**src/rtl/stack_unit.sv**
```systemverilog
// Hardware LIFO for the push-in / pop-out instructions: DEPTH x 8-bit register
// stack with combinational top/peek reads, occupancy status and sticky error flags.
module stack_unit #(
  parameter int DEPTH = 8,
  parameter int CW    = $clog2(DEPTH + 1)
) (
  input  logic                     clk,
  input  logic                     reset,
  input  logic                     push,
  input  logic                     pop,
  input  logic [7:0]               din,
  input  logic                     clr_err,
  input  logic [$clog2(DEPTH)-1:0] peek_idx,
  output logic [7:0]               dout,
  output logic [7:0]               peek_data,
  output logic [CW-1:0]            count,
  output logic                     empty,
  output logic                     full,
  output logic                     ovf,
  output logic                     unf
);

  localparam int AW = $clog2(DEPTH);

  logic [7:0]    mem [DEPTH];
  logic [CW-1:0] sp;
  logic [CW-1:0] sp_next;
  logic [AW-1:0] top_idx;
  logic [CW-1:0] peek_pos;
  logic          do_write;
  logic [AW-1:0] wr_idx;
  logic          set_ovf;
  logic          set_unf;

  assign count    = sp;
  assign empty    = (sp == '0);
  assign full     = (sp == CW'(DEPTH));
  assign top_idx  = AW'(sp - CW'(1));
  assign peek_pos = sp - CW'(1) - CW'(peek_idx);

  assign dout      = empty ? 8'h00 : mem[top_idx];
  assign peek_data = (CW'(peek_idx) < sp) ? mem[AW'(peek_pos)] : 8'h00;

  // Resolve the push/pop pair into a single write, pointer update and error events.
  always_comb begin
    sp_next  = sp;
    do_write = 1'b0;
    wr_idx   = AW'(sp);
    set_ovf  = 1'b0;
    set_unf  = 1'b0;
    unique case ({push, pop})
      2'b10: begin
        if (full) begin
          set_ovf = 1'b1;
        end else begin
          do_write = 1'b1;
          wr_idx   = AW'(sp);
          sp_next  = sp + CW'(1);
        end
      end
      2'b01: begin
        if (empty) set_unf = 1'b1;
        else       sp_next = sp - CW'(1);
      end
      2'b11: begin
        // Simultaneous push/pop replaces the top; on an empty stack the push still lands.
        if (empty) begin
          do_write = 1'b1;
          wr_idx   = '0;
          sp_next  = CW'(1);
          set_unf  = 1'b1;
        end else begin
          do_write = 1'b1;
          wr_idx   = top_idx;
        end
      end
      default: ;
    endcase
  end

  always_ff @(posedge clk) begin
    if (!reset && do_write) mem[wr_idx] <= din;
  end

  always_ff @(posedge clk) begin
    if (reset) begin
      sp  <= '0;
      ovf <= 1'b0;
      unf <= 1'b0;
    end else begin
      sp <= sp_next;
      // A new error event wins over a coincident clear.
      if (set_ovf)      ovf <= 1'b1;
      else if (clr_err) ovf <= 1'b0;
      if (set_unf)      unf <= 1'b1;
      else if (clr_err) unf <= 1'b0;
    end
  end

endmodule

```
**config.mk**
```make
export PLATFORM = sky130hd
export DESIGN_NAME = stack_unit
export DESIGN_NICKNAME = d
export VERILOG_FILES = /design/src/rtl/stack_unit.sv
export SDC_FILE = /design/constraint.sdc
export NUM_CORES = 1
export LEC_CHECK = 0
export CORE_ASPECT_RATIO = 1.5
export CORE_UTILIZATION = 25
export DETAILED_ROUTE_END_ITERATION = 12
export GPL_TIMING_DRIVEN = 1
export SETUP_SLACK_MARGIN = 0.02
export SYNTH_ARGS = -nofsm -noshare
export SYNTH_HDL_FRONTEND = slang
export SYNTH_SLANG_ARGS = --single-unit
```
**constraint.sdc**
```tcl
create_clock -name clk -period 7.3 [get_ports clk]
set_input_delay 2.19 -clock clk [delete_from_list [all_inputs] [get_ports clk]]
set_output_delay 2.19 -clock clk [all_outputs]
set_load 0.005 [all_outputs]
```
==> summary.md <==
| Metric | Value |
|---|---|
| Synth warn | `0` |
| Setup crit end kind | `output port` |
| Die area | `15000 um^2` |
| Mapped Nets | `264` |
| Setup-failing EPs final | `0` |
| Vias/cell | `4.69` |
| Hold_buf cts | `0` |
| Maximum fanout along the worst path | `8` |
| Slew @ Worst Pin | `1.01 ns` |
| Final Max Tran Viols | `0` |
| Required time worst endpoint | `5.11 ns` |
| Final nets | `305` |
| Final period util | `94.9%` |
| Drt pass-1 iters | `4` |
| Tot GR Track Use | `12.4%` |
| Mean Syn Cell Area | `15.1 um^2` |
| Cell Rows | `53` |
| Hold Path Sink | `unf` |
| Initial antenna violation count | `0` |
| Clock Latency Late Sink | `0.33 ns` |
| Hold Path Class | `flip-flop to flip-flop` |
| Max Clk Rate | `144 MHz` |
| I/O pins | `40` |
| Most frequent cell after synthesis | `edfxtp_1` |
| Reg2Reg Setup Slack | `4.07 ns` |
| Synth cell types | `39` |
| Largest net degree at the start of global routing | `27` |
| Post-synth EDFFs | `64` |
| Worst VDD drop | `0.101 mV` |
| DRT iter0 DRCs | `101` |
| Die width | `100 um` |
| RD Place Congestion | `0.754` |
| Initial Utilization | `25.7%` |
| Total power | `1640 uW` |
| CORE AREA | `14100 um^2` |
| Global-route wire length before repair | `13.3 mm` |
| Commonest register cell after synthesis | `edfxtp_1` |
| Outcome | `complete, no violations` |
| Routed WL | `8.75 mm` |
| Setup TNS | `0 ns` |
| CTS tree | `yes` |
| Startpoint Class | `input pin` |
| Area leader, netlist | `edfxtp_1` |
| Root Buffer | `clkbuf_16` |
| Worst hold path startpoint | `unf` |
| Yosys reg bits | `70` |
| Maximum root-to-sink buffer count | `2` |
| Critical R2R Launch | `count[1]` |
| Syn-to-layout area delta | `25.0%` |
| Post-synth top area share | `52.9%` |
| Worst R2R End | `mem[5][3]` |
| Final core occ | `32.2%` |
| Mapped Area | `3630 um^2` |
| Post-synthesis cell count | `240` |
| Reg2Reg Depth | `7` |
| H-Tree Depth | `3` |
| Vias in the first global route | `2398` |
| Top post-synthesis cells by area | `edfxtp_1 (53%), mux4_2 (20%), dfxtp_1 (3.3%)` |
| Max-cap violations | `0` |
| Post-CTS sizing | `0` |
| Hold Path Cell Cnt | `3` |
| CP startpoint | `peek_idx[0]` |
| Clk_skew | `0.00734 ns` |
| Clock sinks | `70` |
| Critical path class | `input pin to output port` |
| Die Ht | `150 um` |
| Ant. Diodes | `0` |
| TritonCTS buffer count | `9` |
| Asr flop ratio synth | `0%` |
| Worst rel slew slack | `32.1%` |
| Drt drc | `0` |
| Share of post-route cells with drive strength above 1 | `22.0%` |
| Crit path DAT | `4.74 ns` |
| Final ANT Viol Nets | `0` |
| Reg clk slew, reported paths | `0.05 ns` |
| Fin crit period | `6.93 ns` |
| Routed length per instance | `18.3 um` |
| PortBufs | `39` |
| DP HPWL | `5.77 mm` |
| Seq/Total Area, Yosys | `56.2%` |
| Post-CTS Setup Repair Bufs | `0` |
| PwrDens | `361 nW/um^2` |
| Final hold viol count | `0` |
| RSZ-0062 raised after global routing | `false` |
| Post-synth top cells | `edfxtp_1 (64), mux4_2 (32), nand2_1 (20)` |
| Hold WS | `0.602 ns` |
| DR vias | `2240` |
| Leakage | `0.00147 uW` |
| Total gr overflow | `0` |
-- registers in the layout, summed over array words and instances, names as in the netlist --
signal / flops
mem: 64
count: 4
unf: 1
ovf: 1
-- per-stage QoR --
step           cell area (um^2)  instances  setup slack [ns]
2_1_floorplan              3630        240              1.13
3_3_place_gp               4280        462             0.350
3_5_place_dp               4280        462             0.336
4_1_cts                    4540        478             0.327
5_1_grt                    4540        478             0.169
6_report                   4540        478             0.373
-- layer usage --
layer	global-route usage [%]	vias to the layer above	wire, um
li1	-	1031	-
met1	14.0	1129	3400
met2	22.3	65	4780
met3	3.13	15	452
met4	4.49	0	124
met5	0	-	0
-- critical path: stages --
cell	delay [ns]
clkdlybuf4s50_1	0.44
ha_1	0.22
fa_1	0.38
xnor2_1	0.21
xnor2_4	0.42
mux2i_1	0.15
nor2_1	0.19
clkdlybuf4s50_1	0.54
-- placed cells by master (no fill, tap or decap), types with 7 or more instances in the layout --
cell type | Yosys | routed
inv_1 | 8 | 8
nor3_2 | 0 | 8
a21oi_1 | 17 | 17
ha_1 | 7 | 7
mux2i_1 | 9 | 9
nor2_1 | 14 | 14
edfxtp_1 | 64 | 64
mux4_2 | 32 | 32
nand2_1 | 20 | 20
clkdlybuf4s50_1 | 0 | 39
clkbuf_16 | 0 | 9
-- kinds of logic after synthesis --
| group | Yosys count | share of synthesized area, % |
|---|---|---|
| xor+xnor | 5 | 2.24 |
| simple gates | 61 | 7.92 |
| mux | 43 | 22.9 |
| compound gates | 32 | 5.30 |
| flops | 70 | 56.2 |
| fa+ha+maj | 8 | 2.96 |
| buf+inv | 21 | 2.48 |
-- report_power, final --
part	internal [uW]	switching [uW]	total, uW
combinational	387	377	765
clock	237	157	394
sequential	463	19.8	483
total	1090	554	1640
-- worst max-delay path by stage --
stage,to,slack [ns],cells past startpoint
final,peek_data[0],0.37,8
after detailed placement,peek_data[6],0.34,8
after CTS,peek_data[6],0.33,8
after floorplan,peek_data[5],1.13,7
after global routing,peek_data[5],0.17,8
after global placement,peek_data[0],0.35,8
-- final cells by class --
type / count / area, um^2
fill: 1384 / 9580
clock buffer: 13 / 250
multi-input combinational: 149 / 1550
inverter: 8 / 30.0
sequential: 70 / 2040
clock inverter: 3 / 13.8
tap: 192 / 240
timing repair buffer: 43 / 420
Power figures use the tool's default switching activity.
==> edit 1, RTL diff (config.mk and constraints unchanged) <==
Put one more register stage on the output `count`. The value now appears one clock later. The other outputs are not delayed to match.
--- a/src/rtl/stack_unit.sv
+++ b/src/rtl/stack_unit.sv
@@ -32,7 +32,9 @@
   logic          set_ovf;
   logic          set_unf;
 
-  assign count    = sp;
+  always_ff @(posedge clk) begin
+    count <= sp;
+  end
   assign empty    = (sp == '0);
   assign full     = (sp == CW'(DEPTH));
   assign top_idx  = AW'(sp - CW'(1));
Function: changed (Yosys sat finds a counterexample within 4 cycles, from zero or initial values and one cycle with reset high).
==> edit 1 against the unedited design <==
- critical path depth rose by 1
- critical endpoint is now peek_data[1]
- synthesized area rose by 2.2%
- sequential share of layout area rose by 0.18 points
- sequential cell count rose by 4
- critical path type unchanged
- power rose by 8.4%
- final area rose by 3.5%
- wire length rose by 2.6%
- worst setup slack got worse by 0.056 ns
==> edit 1: results (changes against the unedited design) <==
Via count: 2316 (+3.4%)
DRT Pass-1 Iters: 4 (unchanged)
Static Leak: 1.54 nW (+4.6%)
Status: complete, no violations
Post-synth top area share: 0.517 (-0.0114)
Largest registers: mem: 64 flops, count: 4 flops, sp: 4 flops
Nets: 311 (+2.0%)
Antenna violations before repair: 0 (unchanged)
Iter 0 DRT Violations: 109 (+7.9%)
Clk pin slew, worst setup/hold paths: 0.06 ns
GRT Util Overall: 0.126 (+0.00236)
Ys async rst share: 0 (unchanged)
Placer Congestion: 0.732 (-2.9%)
Final wirelength: 8970 µm (+2.6%)
Warnings from Yosys: 0 (unchanged)
TritonCTS Buffers: 9 (unchanged)
Post-synth EDFFs: 64 (unchanged)
Placed cell area: 4380 µm² (+2.3%)
Post-place setup slack: 0.266 ns (-0.0701 ns)
Share of cells above drive strength 1: 0.224 (+0.00386)
Placed Instances: 472 (+2.2%)
Top sig layer: met4
Metal2 WL: 4840 µm (+1.3%)
Largest cells by area after synthesis: edfxtp_1 52%, mux4_2 19%, dfxtp_1 5.4%
Period utilization: 0.957 (+0.00770)
Syn_area_per_cell: 15.2 µm² (+0.53%)
Routed Antenna Nets: 0 (unchanged)
Hold Path Class: flip-flop to flip-flop
Slew headroom: 0.328 (+0.00699)
IO buf count: 39 (unchanged)
Met3 wire len: 325 µm (-28%)
Netlist cell types: 39 (unchanged)
Skew-Pair Late Insertion Delay: 0.33 ns (about the same)
Skew final: 0.00828 ns (+0.000948 ns)
H-tree levels: 3 (unchanged)
Sequential element share of the synthesized area: 0.571 (+0.00945)
Final Max Tran Viols: 0 (unchanged)
Resized Gates After CTS: 0 (unchanged)
Top-count cell post-synth: edfxtp_1
CP arrival: 4.79 ns (+0.05 ns)
Post-Synthesis Net Count: 268 (+1.5%)
Clk root buf: clkbuf_16
Peak VDD IR: 0.117 mV (+16%)
Worst hold slack: 0.482 ns (-0.119 ns)
Post-CTS Setup Repair Bufs: 0 (unchanged)
Antenna cells: 0 (unchanged)
Met1 wire length: 3590 µm (+5.7%)
Worst reg-to-reg setup slack: 4.14 ns (+0.07 ns)
Largest net degree at the start of global routing: 27 (unchanged)
CP max FO: 8 (unchanged)
Global-route wire length before repair: 13700 µm (+3.5%)
Final Non-Filler Cells: 486 (+1.7%)
Hpwl dp: 5940 µm (+3.0%)
Clock Path Buffers: 2 (unchanged)
Most common cell after layout, fill and taps aside: edfxtp_1
Commonest cells post-synth: 64 x edfxtp_1, 32 x mux4_2, 20 x nand2_1, 17 x a21oi_1, 14 x nor2_1
[edit 1: layout make-up]
| cell class | instances | area, µm² |
|---|---|---|
| flip-flops and latches | 74 | 2120 |
| inverters | 8 | 30.0 |
| clock buffers | 11 | 233 |
| clock inverters | 3 | 90.1 |
| multi-input cells | 149 | 1550 |
| repair buffers | 45 | 435 |
| fillers | 1422 | 9820 |
| well taps | 196 | 245 |
[edit 1: worst paths after layout]
path,startpoint,end,cells after the start
worst max-delay path,peek_idx[0],peek_data[1],9
worst min-delay path,sp[1]$_SDFFE_PP0P_,count[1]$_DFF_P_,0
worst max register to register,sp[1]$_SDFFE_PP0P_,mem[5][1]$_DFFE_PP_,7
worst min register to register,sp[1]$_SDFFE_PP0P_,count[1]$_DFF_P_,0
[edit 1: worst max-delay path, stage by stage]
cell	delay, ns
clkdlybuf4s50_1	0.44
ha_1	0.22
fa_1	0.37
xnor2_1	0.36
xnor2_4	0.15
buf_4	0.23
mux2i_1	0.11
nor2_1	0.17
clkdlybuf4s50_1	0.54
[edit 1: metal layers]
layer	up-vias	GRT usage
met5	-	0
met4	0	0.0536
met3	15	0.0272
met2	58	0.223
met1	1202	0.146
li1	1041	-
[edit 1: logic make-up (layout without fill, tap and decap cells)]
logic type,count (synthesis),count (layout),share of synthesized area
flip-flops,74,74,0.571
AND/OR/NAND/NOR,61,61,0.0775
multiplexers,43,43,0.224
AO/OA/AOI/OAI,32,32,0.0519
buffers and inverters,21,67,0.0243
adder cells (fa/ha/maj),8,8,0.0290
XOR/XNOR,5,5,0.0219
[edit 1: where the power goes]
group          internal [W]  leakage (nW)  switching [W]
Combinational      0.000395         0.720       0.000382
Clock              0.000330         0.156       0.000160
Sequential         0.000491         0.660      0.0000214
==> edit 2, RTL diff (same flow settings) <==
Made on the original files. Change the parameter `DEPTH` from 8 to 32. Comments in the files are not updated.
--- a/src/rtl/stack_unit.sv
+++ b/src/rtl/stack_unit.sv
@@ -1,7 +1,7 @@
 // Hardware LIFO for the push-in / pop-out instructions: DEPTH x 8-bit register
 // stack with combinational top/peek reads, occupancy status and sticky error flags.
 module stack_unit #(
-  parameter int DEPTH = 8,
+  parameter int DEPTH = 32,
   parameter int CW    = $clog2(DEPTH + 1)
 ) (
   input  logic                     clk,
Interface: changed (resized count and peek_idx); port bits go from 40 to 44. The function was not compared with the original's and may differ.
==> edit 2 against the unedited design <==
- core utilization is 2.1 points lower
- synthesized area grew to 3.7 times the old value
- wire length rose to 4.3 times the old value
- sequential cell count grew 194
- die area grew to 3.6 times the old value
- critical path depth grew 3
- count of clock-buffer cells in the layout increased by 15
- combinational power increased to 3.5 times the old value
- worst setup slack lost 0.28 ns
- final area increased to 3.5 times the old value
- power rose to 3.4 times the old value
- clock power grew to 3.1 times the old value
- largest cell class unchanged
- highest routed layer is now met5
==> edit 2: results (changes against the unedited design) <==
Clk pin slew, worst setup/hold paths: 0.07 ns (+0.02 ns)
Worst hold slack: 0.474 ns (-0.128 ns)
Post-Synthesis Net Count: 851 (+220%)
Placed Instances: 1533 (+230%)
Worst reg-to-reg setup slack: 3.22 ns (-0.85 ns)
Commonest cells post-synth: 256 x edfxtp_1, 128 x mux4_2, 89 x nand2_1, 44 x nor2_1, 24 x mux2i_1
Final worst slack: 0.0953 ns (-0.278 ns)
Skew final: 0.0279 ns (+0.0205 ns)
GRT Util Overall: 0.140 (+0.0162)
Max reg flops: 256 (+300%)
Netlist cell types: 55 (+41%)
Warnings from Yosys: 0 (unchanged)
DRT Pass-1 Iters: 5 (+1)
Clk root buf: clkbuf_16
Antenna violations before repair: 2 (+2)
Largest cells by area after synthesis: edfxtp_1 58%, mux4_2 22%, nand2_1 2.5%
CP max-delay cell: fa_4
Worst Reg-to-Reg Cells: 7 (unchanged)
Static Leak: 5.00 nW (+240%)
Nets: 924 (+200%)
Hpwl dp: 27000 µm (+370%)
Clock Path Buffers: 3 (+1)
Global-route wire length before repair: 55700 µm (+320%)
CP arrival: 5.01 ns (+0.27 ns)
Hold path cells: 2 (-1)
Final Non-Filler Cells: 1591 (+230%)
Placer Congestion: 0.862 (+14%)
Status: complete, no violations
R2R Path Start: count[0]$_SDFFE_PP0P_
H-tree levels: 1 (-2)
Hold path startpoint: ovf$_SDFFE_PP0P_
Sw Pwr: 0.00195 W (+250%)
Vias in the first global route: 8459 (+250%)
Final wirelength: 37900 µm (+330%)
Largest net degree at the start of global routing: 41 (+52%)
CP max FO: 4 (-4)
Placed cell area: 14700 µm² (+240%)
Pin slew with the least headroom to its limit: 1.18 ns (+0.168 ns)
# fillers: 5169 (+270%)
Iter 0 DRT Violations: 559 (+450%)
Share of cells above drive strength 1: 0.298 (+0.0782)
Skew-Pair Late Insertion Delay: 0.54 ns (+0.21 ns)
Setup TNS: 0 ns (unchanged)
Sequential element share of the synthesized area: 0.590 (+0.0285)
Largest Register: mem
Vias per cell: 5.02 (+7.2%)
TritonCTS Buffers: 23 (+14)
Worst Hold End: ovf$_SDFFE_PP0P_
Syn_area_per_cell: 16.2 µm² (+7.0%)
Slowest stage delay, CP: 0.88 ns (+0.34 ns)
Post-synth EDFFs: 256 (+300%)
Reg-to-reg endpoint: mem[21][7]$_DFFE_PP_
Peak VDD IR: 0.292 mV (+190%)
Post-place setup slack: -0.725 ns (-1.06 ns)
IO buf count: 43 (+10%)
edit 2: changes by cell type in the layout (fill, tap and decap cells not counted), moves of 9 or more:
| cell | unedited run | this run |
|---|---|---|
| nand3_1 | 2 | 21 |
| a31oi_1 | 1 | 10 |
| edfxtp_1 | 64 | 256 |
| a32oi_1 | 0 | 12 |
| nor2_1 | 14 | 44 |
| mux2i_1 | 9 | 18 |
| buf_4 | 4 | 45 |
| o21ai_0 | 3 | 18 |
| and3_1 | 0 | 16 |
| clkbuf_16 | 9 | 23 |
| nand2_1 | 20 | 89 |
| mux4_2 | 32 | 128 |
| buf_12 | 0 | 11 |
edit 2: layout make-up:
type | count | area, µm² | area share
multi-input cells | 485 | 5280 | 0.334
flip-flops and latches | 264 | 7850 | 0.497
clock buffers | 28 | 594 | 0.0376
clock inverters | 12 | 128 | 0.00808
inverters | 16 | 60.1 | 0.00380
repair buffers | 103 | 1030 | 0.0651
diodes | 1 | 2.50 | 0.000158
well taps | 682 | 853 | 0.0540
edit 2: logic make-up after synthesis:
| family | count (synthesis) | share of synthesized area |
|---|---|---|
| XOR/XNOR | 9 | 0.00649 |
| multiplexers | 160 | 0.242 |
| AO/OA/AOI/OAI | 95 | 0.0498 |
| adder cells (fa/ha/maj) | 13 | 0.0128 |
| buffers and inverters | 71 | 0.0261 |
| AND/OR/NAND/NOR | 208 | 0.0728 |
| flip-flops | 264 | 0.590 |
edit 2: power groups by stage:
stage          Combinational, W  Sequential, W  Clock [W]
2_1_floorplan           0.00142        0.00173          0
3_3_place_gp            0.00240        0.00174          0
3_5_place_dp            0.00241        0.00174          0
4_1_cts                 0.00263        0.00171    0.00123
5_1_grt                 0.00278        0.00171    0.00128
6_report                0.00266        0.00171    0.00121
edit 2: metal layers:
metal	track usage	wire length [µm]
met5	0	25
met4	0.0764	2010
met2	0.263	20600
met1	0.153	13600
met3	0.0122	1660
edit 2: worst max-delay path by stage:
stage | from | to | depth (start not counted)
6_report | peek_idx[1] | peek_data[4] | 11
5_1_grt | peek_idx[1] | peek_data[2] | 12
4_1_cts | peek_idx[0] | peek_data[4] | 12
3_5_place_dp | peek_idx[0] | peek_data[2] | 11
3_3_place_gp | peek_idx[0] | peek_data[2] | 11
2_1_floorplan | peek_idx[0] | peek_data[4] | 9
edit 2: what timing repair did:
action | in CTS | in global routing
buffers inserted | 14 | 2
pin swaps | 3 | 2
resized for setup | 59 | 6
cloned | 1 | 0
setup endpoints to repair | 8 | 8
edit 2: worst max-delay path: cells and delay by family:
kind | cells | cell delay [ns]
buf+inv | 6 | 0.96
fa+ha+maj | 1 | 0.88
mux | 1 | 0.49
compound gates | 2 | 0.32
simple gates | 1 | 0.18
